<file path="config.mk">
export PLATFORM = sky130hd
export DESIGN_NAME = serial_detect_sched
export DESIGN_NICKNAME = d
export VERILOG_FILES = /design/src/rtl/serial_detect_sched.sv
export SDC_FILE = /design/constraint.sdc
export NUM_CORES = 1
export LEC_CHECK = 0
export ABC_CLOCK_PERIOD_IN_PS = 1400
export CAP_MARGIN = 20
export CORE_MARGIN = 2
export CORE_UTILIZATION = 44
export CTS_CLUSTER_DIAMETER = 100
export DETAILED_ROUTE_END_ITERATION = 10
export PLACE_DENSITY = 0.75
export SETUP_SLACK_MARGIN = 0.1
export SYNTH_ARGS = -nofsm -noshare
export SYNTH_HDL_FRONTEND = slang
export SYNTH_SLANG_ARGS = --single-unit
</file>
<file path="constraint.sdc">
create_clock -name clk_i -period 1.4 [get_ports clk_i]
set_clock_uncertainty 0.05 [all_clocks]
set_input_delay 0.14 -clock clk_i [delete_from_list [all_inputs] [get_ports clk_i]]
set_output_delay 0.14 -clock clk_i [all_outputs]
set_load 0.05 [all_outputs]
</file>
<file path="src/rtl/serial_detect_sched.sv">
// serial_detect_sched
//   Two requesters offer DATA_W-bit words. A round-robin arbiter grants one
//   word at a time. The granted word is shifted out MSB first, and a PAT_W-bit
//   sliding window is compared against the pattern captured at the handshake.
//   Each hit produces a one-cycle match pulse and bumps a saturating counter.
//
// Ports
//   clk_i, rst_i                 clock (rising edge), async active-high reset
//   req0_valid_i, req1_valid_i   requester word available
//   req0_data_i,  req1_data_i    requester word (DATA_W bits)
//   req0_ready_o, req1_ready_o   grant; a word is taken when valid & ready
//   pattern_i                    pattern to detect, captured at the handshake
//   cnt_clr_i                    synchronous clear of match_cnt_o
//   match_o                      one-cycle pulse per pattern hit
//   match_src_o                  requester that owns the current/last word
//   match_cnt_o                  saturating hit count
//   busy_o                       high while in SHIFT or DONE
//   state_o                      one-hot state (IDLE=001, SHIFT=010, DONE=100)

module serial_detect_sched #(
  parameter int DATA_W = 8,
  parameter int PAT_W  = 5
) (
  input  logic              clk_i,
  input  logic              rst_i,
  input  logic              req0_valid_i,
  input  logic              req1_valid_i,
  input  logic [DATA_W-1:0] req0_data_i,
  input  logic [DATA_W-1:0] req1_data_i,
  output logic              req0_ready_o,
  output logic              req1_ready_o,
  input  logic [PAT_W-1:0]  pattern_i,
  input  logic              cnt_clr_i,
  output logic              match_o,
  output logic              match_src_o,
  output logic [7:0]        match_cnt_o,
  output logic              busy_o,
  output logic [2:0]        state_o
);

  localparam int CNT_W = $clog2(DATA_W + 1);

  typedef enum logic [2:0] {
    IDLE  = 3'b001,
    SHIFT = 3'b010,
    DONE  = 3'b100
  } state_t;

  state_t             state;
  logic               last_grant;
  logic [DATA_W-1:0]  shreg;
  logic [PAT_W-1:0]   history;
  logic [PAT_W-1:0]   pat_q;
  logic [CNT_W-1:0]   bit_cnt;
  logic               match_q;
  logic               src_q;
  logic [7:0]         cnt_q;

  logic               grant0;
  logic               grant1;
  logic               hs0;
  logic               hs1;
  logic [CNT_W-1:0]   cnt_next;
  logic [PAT_W-1:0]   hist_next;

  // Arbiter: only in IDLE. On a tie the requester that did not win last time
  // gets the grant; last_grant resets to 1 so requester 0 wins the first tie.
  always_comb begin
    grant0 = 1'b0;
    grant1 = 1'b0;
    if (state == IDLE) begin
      if (req0_valid_i && req1_valid_i) begin
        if (last_grant) grant0 = 1'b1;
        else            grant1 = 1'b1;
      end else if (req0_valid_i) begin
        grant0 = 1'b1;
      end else if (req1_valid_i) begin
        grant1 = 1'b1;
      end
    end
  end

  assign req0_ready_o = grant0;
  assign req1_ready_o = grant1;
  assign hs0          = req0_valid_i & grant0;
  assign hs1          = req1_valid_i & grant1;

  // Values the window and bit counter take after the current shift; the match
  // decision is made on these so the pulse lands one cycle after the shift.
  assign cnt_next  = bit_cnt + CNT_W'(1);
  assign hist_next = {history[PAT_W-2:0], shreg[DATA_W-1]};

  // Main FSM. History is cleared at every handshake so no window ever spans
  // two words. Unknown (non one-hot) states fall back to IDLE.
  always_ff @(posedge clk_i or posedge rst_i) begin
    if (rst_i) begin
      state      <= IDLE;
      shreg      <= '0;
      history    <= '0;
      pat_q      <= '0;
      bit_cnt    <= '0;
      match_q    <= 1'b0;
      src_q      <= 1'b0;
      last_grant <= 1'b1;
    end else begin
      match_q <= 1'b0;
      case (state)
        IDLE: begin
          if (hs0 || hs1) begin
            shreg      <= hs1 ? req1_data_i : req0_data_i;
            pat_q      <= pattern_i;
            src_q      <= hs1;
            last_grant <= hs1;
            history    <= '0;
            bit_cnt    <= '0;
            state      <= SHIFT;
          end
        end
        SHIFT: begin
          history <= hist_next;
          shreg   <= {shreg[DATA_W-2:0], 1'b0};
          bit_cnt <= cnt_next;
          match_q <= (cnt_next >= CNT_W'(PAT_W)) && (hist_next == pat_q);
          if (cnt_next == CNT_W'(DATA_W)) state <= DONE;
        end
        DONE: begin
          state <= IDLE;
        end
        default: begin
          state <= IDLE;
        end
      endcase
    end
  end

  // Hit counter: clear has priority over a coincident increment; saturates.
  always_ff @(posedge clk_i or posedge rst_i) begin
    if (rst_i) begin
      cnt_q <= '0;
    end else if (cnt_clr_i) begin
      cnt_q <= '0;
    end else if (match_q && (cnt_q != 8'hFF)) begin
      cnt_q <= cnt_q + 8'd1;
    end
  end

  assign match_o     = match_q;
  assign match_src_o = src_q;
  assign match_cnt_o = cnt_q;
  assign busy_o      = (state == SHIFT) || (state == DONE);
  assign state_o     = state;

endmodule

</file>
==> key figures <==
Clock network
  • Post-CTS Hold Fix Bufs: 0
  • CTS tree: yes
  • Clk pin slew, worst setup/hold paths: 0.07 ns
  • CTS Buffer Depth: 2
  • Clock Sink Count: 35
  • Clk root buf: clkbuf_8
  • CTS H-tree depth: 2
  • Clock latency on the worst-skew pair: 0.28 ns
  • Inserted Clock Buffers: 5

Setup path
  • CP Data Arrival Time: about 1.6 ns
  • Reg2reg end: shreg[7]
  • Max FO, Critical Path: 3
  • CP endpoint kind: output pin
  • Setup crit start kind: flop
  • Flop2flop setup slack: -0.32 ns
  • Worst r2r path cells: 6
  • Kind of critical path: flop to output pin
  • WP data required: 1.21 ns
  • Reg2reg start: state_o[0]

Placement
  • Buffers on Ports: 41
  • Post-DP HPWL: 3160 um
  • Post-Place Setup Slack: -0.260 ns
  • Placer Congestion: 0.806

Floorplanning
  • Die ar.: 4590 sq um
  • DIE HEIGHT: approximately 68 um
  • Num ports: 42
  • Initial Util: 0.453
  • Die Span X: 67.7 um
  • Total core area: between 3000 and 4000 sq um
  • FP Rows: 23

Outcome
  • Failing checks: negative setup slack
  • Outcome: finished with violations

Detailed routing
  • Vias: 1761
  • First-pass iteration count of the detailed router: 4
  • Post-route DRC: 0
  • Routed WL: 5010 um
  • DR iter-0 viols: 90
  • Vias per cell: between 5 and 6
  • Post-route ant nets: 0
  • Wire length per cell: 15.0 um

Logic synthesis
  • Warnings from Yosys: 0
  • Mean Syn Cell Area: slightly above 9 sq um
  • Number of flops mapped to enable cells by yosys: 0
  • Ys async rst share: 1.00
  • Post-synth cell types: 40
  • Primary FF master, synth: dfrtp_1
  • Syn Inst Count: 194
  • Mapped Nets: 223
  • Seq/Total Area, Yosys: 0.492
  • Synth Register Bits: 35
  • Mapped Area: ~1800 sq um

Final layout
  • Ant. Diodes: 0
  • NumNets Final: 312
  • Share of layout cells above drive strength 1: 0.423
  • Area Overhead vs Synth: 76.3%

Power
  • Comb power frac: 0.538
  • Clock share of power: 0.139
  • Cell leakage power: 1.41 nW
  • Cell Int Power: a little over 3 mW
  • Pwr dens: 1610 nW/um^2
  • VDD IR-drop max: 1.20 mV
  • Reg power frac: 0.324
  • Net Sw Power: roughly 2.0 mW
  • Switching share of power: 0.387

STA
  • Relative slew slack: 0.753
  • Achievable clock frequency: 0.559 GHz
  • Actual slew at the worst max-slew pin: 0.371 ns
  • Crit share post-route: 1.28
  • Minimum hold slack: 0.146 ns
  • Slew Viols, Final: 0
  • Crit path time final: 1.79 ns
  • Final Setup Violations: 29
  • Final worst slack: -0.390 ns
  • RSZ-0062 raised after global routing: yes
  • Final Hold Viols: 0

Min path
  • HP Class: input port to async pin

Job
  • Max-cap violations: 0

Global route
  • Largest net degree at the start of global routing: 36
  • First-pass GRT wire length: about 7700 um
  • Initial antenna violation count: 0
  • Number of global-route vias before repair: between 1500 and 2000
  • GRT Util Overall: 0.224
  • Total gr overflow: 0
cell usage in the layout (no fill, tap or decap), drive strengths merged, types with 3 or more instances in the layout:
cell | synthesis | layout
ha | 3 | 3
o22ai | 3 | 3
mux2i | 9 | 9
a21oi | 5 | 5
nor2 | 13 | 13
nor3 | 3 | 3
buf | 7 | 64
xor2 | 7 | 7
nand2 | 48 | 48
inv | 6 | 4
and3 | 6 | 6
clkdlybuf4s50 | 0 | 25
o21ai | 12 | 12
clkbuf | 0 | 7
dfrtp | 33 | 33
nand4 | 4 | 4
nand3 | 12 | 12
cells by family after synthesis:
logic type | after synthesis | share of synthesized area
mux | 9 | 0.0504
compound gates | 29 | 0.101
buf+inv | 13 | 0.0427
simple gates | 96 | 0.249
xor+xnor | 9 | 0.0441
fa+ha+maj | 3 | 0.0210
flops | 35 | 0.492
per-layer routing:
| layer | global-route usage | wire length [um] | vias to the layer above |
|---|---|---|---|
| met5 | 0 | 0 | - |
| met4 | 0.0536 | 65 | 0 |
| met3 | 0.0567 | 197 | 8 |
| met2 | 0.382 | 2630 | 45 |
| met1 | 0.285 | 2120 | 868 |
| li1 | - | - | 840 |
timing repair:
item                                    CTS  global route
pin swaps                                11            20
cloned                                    0             0
endpoints found under the setup margin   36            38
buffers inserted                         13            15
resized for setup                        17            30
how the worst max path moves through the flow:
| stage | endpoint | startpoint | slack [ns] | cells past startpoint |
|---|---|---|---|---|
| after floorplan | shreg[7] | state_o[0] | -0.20 | 5 |
| after global placement | history[0] | state_o[0] | -0.24 | 5 |
| after detailed placement | shreg[0] | req0_valid_i | -0.26 | 5 |
| after CTS | req1_ready_o | state_o[0] | -0.38 | 5 |
| after global routing | req1_ready_o | state_o[0] | -0.46 | 5 |
| final | req1_ready_o | state_o[0] | -0.39 | 5 |
metrics by stage:
stage	utilization	power [mW]	cells	cell area (sq um)	setup TNS, ns
global route	0.799	5.39	334	3150	-7.96
global placement	0.670	3.80	302	2640	-4.25
floorplan	-	2.97	194	1870	-4.14
detailed placement	0.670	3.87	302	2640	-5.18
CTS	0.733	4.82	321	2890	-5.05
finish	0.799	5.07	334	3150	-5.86
power by group through the flow:
stage	combinational (mW)	clock [mW]	sequential, mW
final	2.73	0.703	1.64
after CTS	2.48	0.715	1.63
after global routing	2.94	0.770	1.68
after detailed placement	2.24	0	1.63
after floorplan	1.22	0	1.75
after global placement	2.19	0	1.61
state kept, by name, indices dropped and copies added, names as in the netlist:
name         count
match_cnt_o      8
shreg            8
pat_q            5
bit_cnt          4
history          4
state_o          3
last_grant       1
match_o          1
match_src_o      1
critical path, cell delays in order, from the launching register on:
cell	delay [ns]
dfstp_4	0.62
nor3b_4	0.23
nand3_2	0.13
buf_6	0.15
clkinvlp_4	0.07
buf_12	0.13
cells in the mapped netlist, types with 2 or more instances:
library cell  number  share of area
a21oi_1            4          0.011
a31oi_1            2         0.0070
and3_1             6          0.021
buf_4              3          0.013
buf_6              2          0.013
dfrtp_1           33           0.46
dfstp_2            2          0.029
ha_1               3          0.021
inv_1              6          0.013
mux2i_1            9          0.050
nand2_1           48           0.10
nand3_1           12          0.034
nand4_1            4          0.014
nor2_1            13          0.027
nor3_1             3         0.0084
nor3b_2            2          0.014
o21ai_0           10          0.028
o22ai_1            3          0.011
xnor2_1            2         0.0098
xor2_1             7          0.034
final cells by class:
| type | instances | area, sq um |
|---|---|---|
| fill | 220 | 793 |
| tap | 50 | 62.6 |
| multi-input combinational | 146 | 1050 |
| clock inverter | 1 | 5.00 |
| clock buffer | 7 | 76.3 |
| timing repair buffer | 89 | 1030 |
| sequential | 35 | 896 |
| inverter | 6 | 30.0 |
Note: power is estimated with default switching activity, not from simulation.
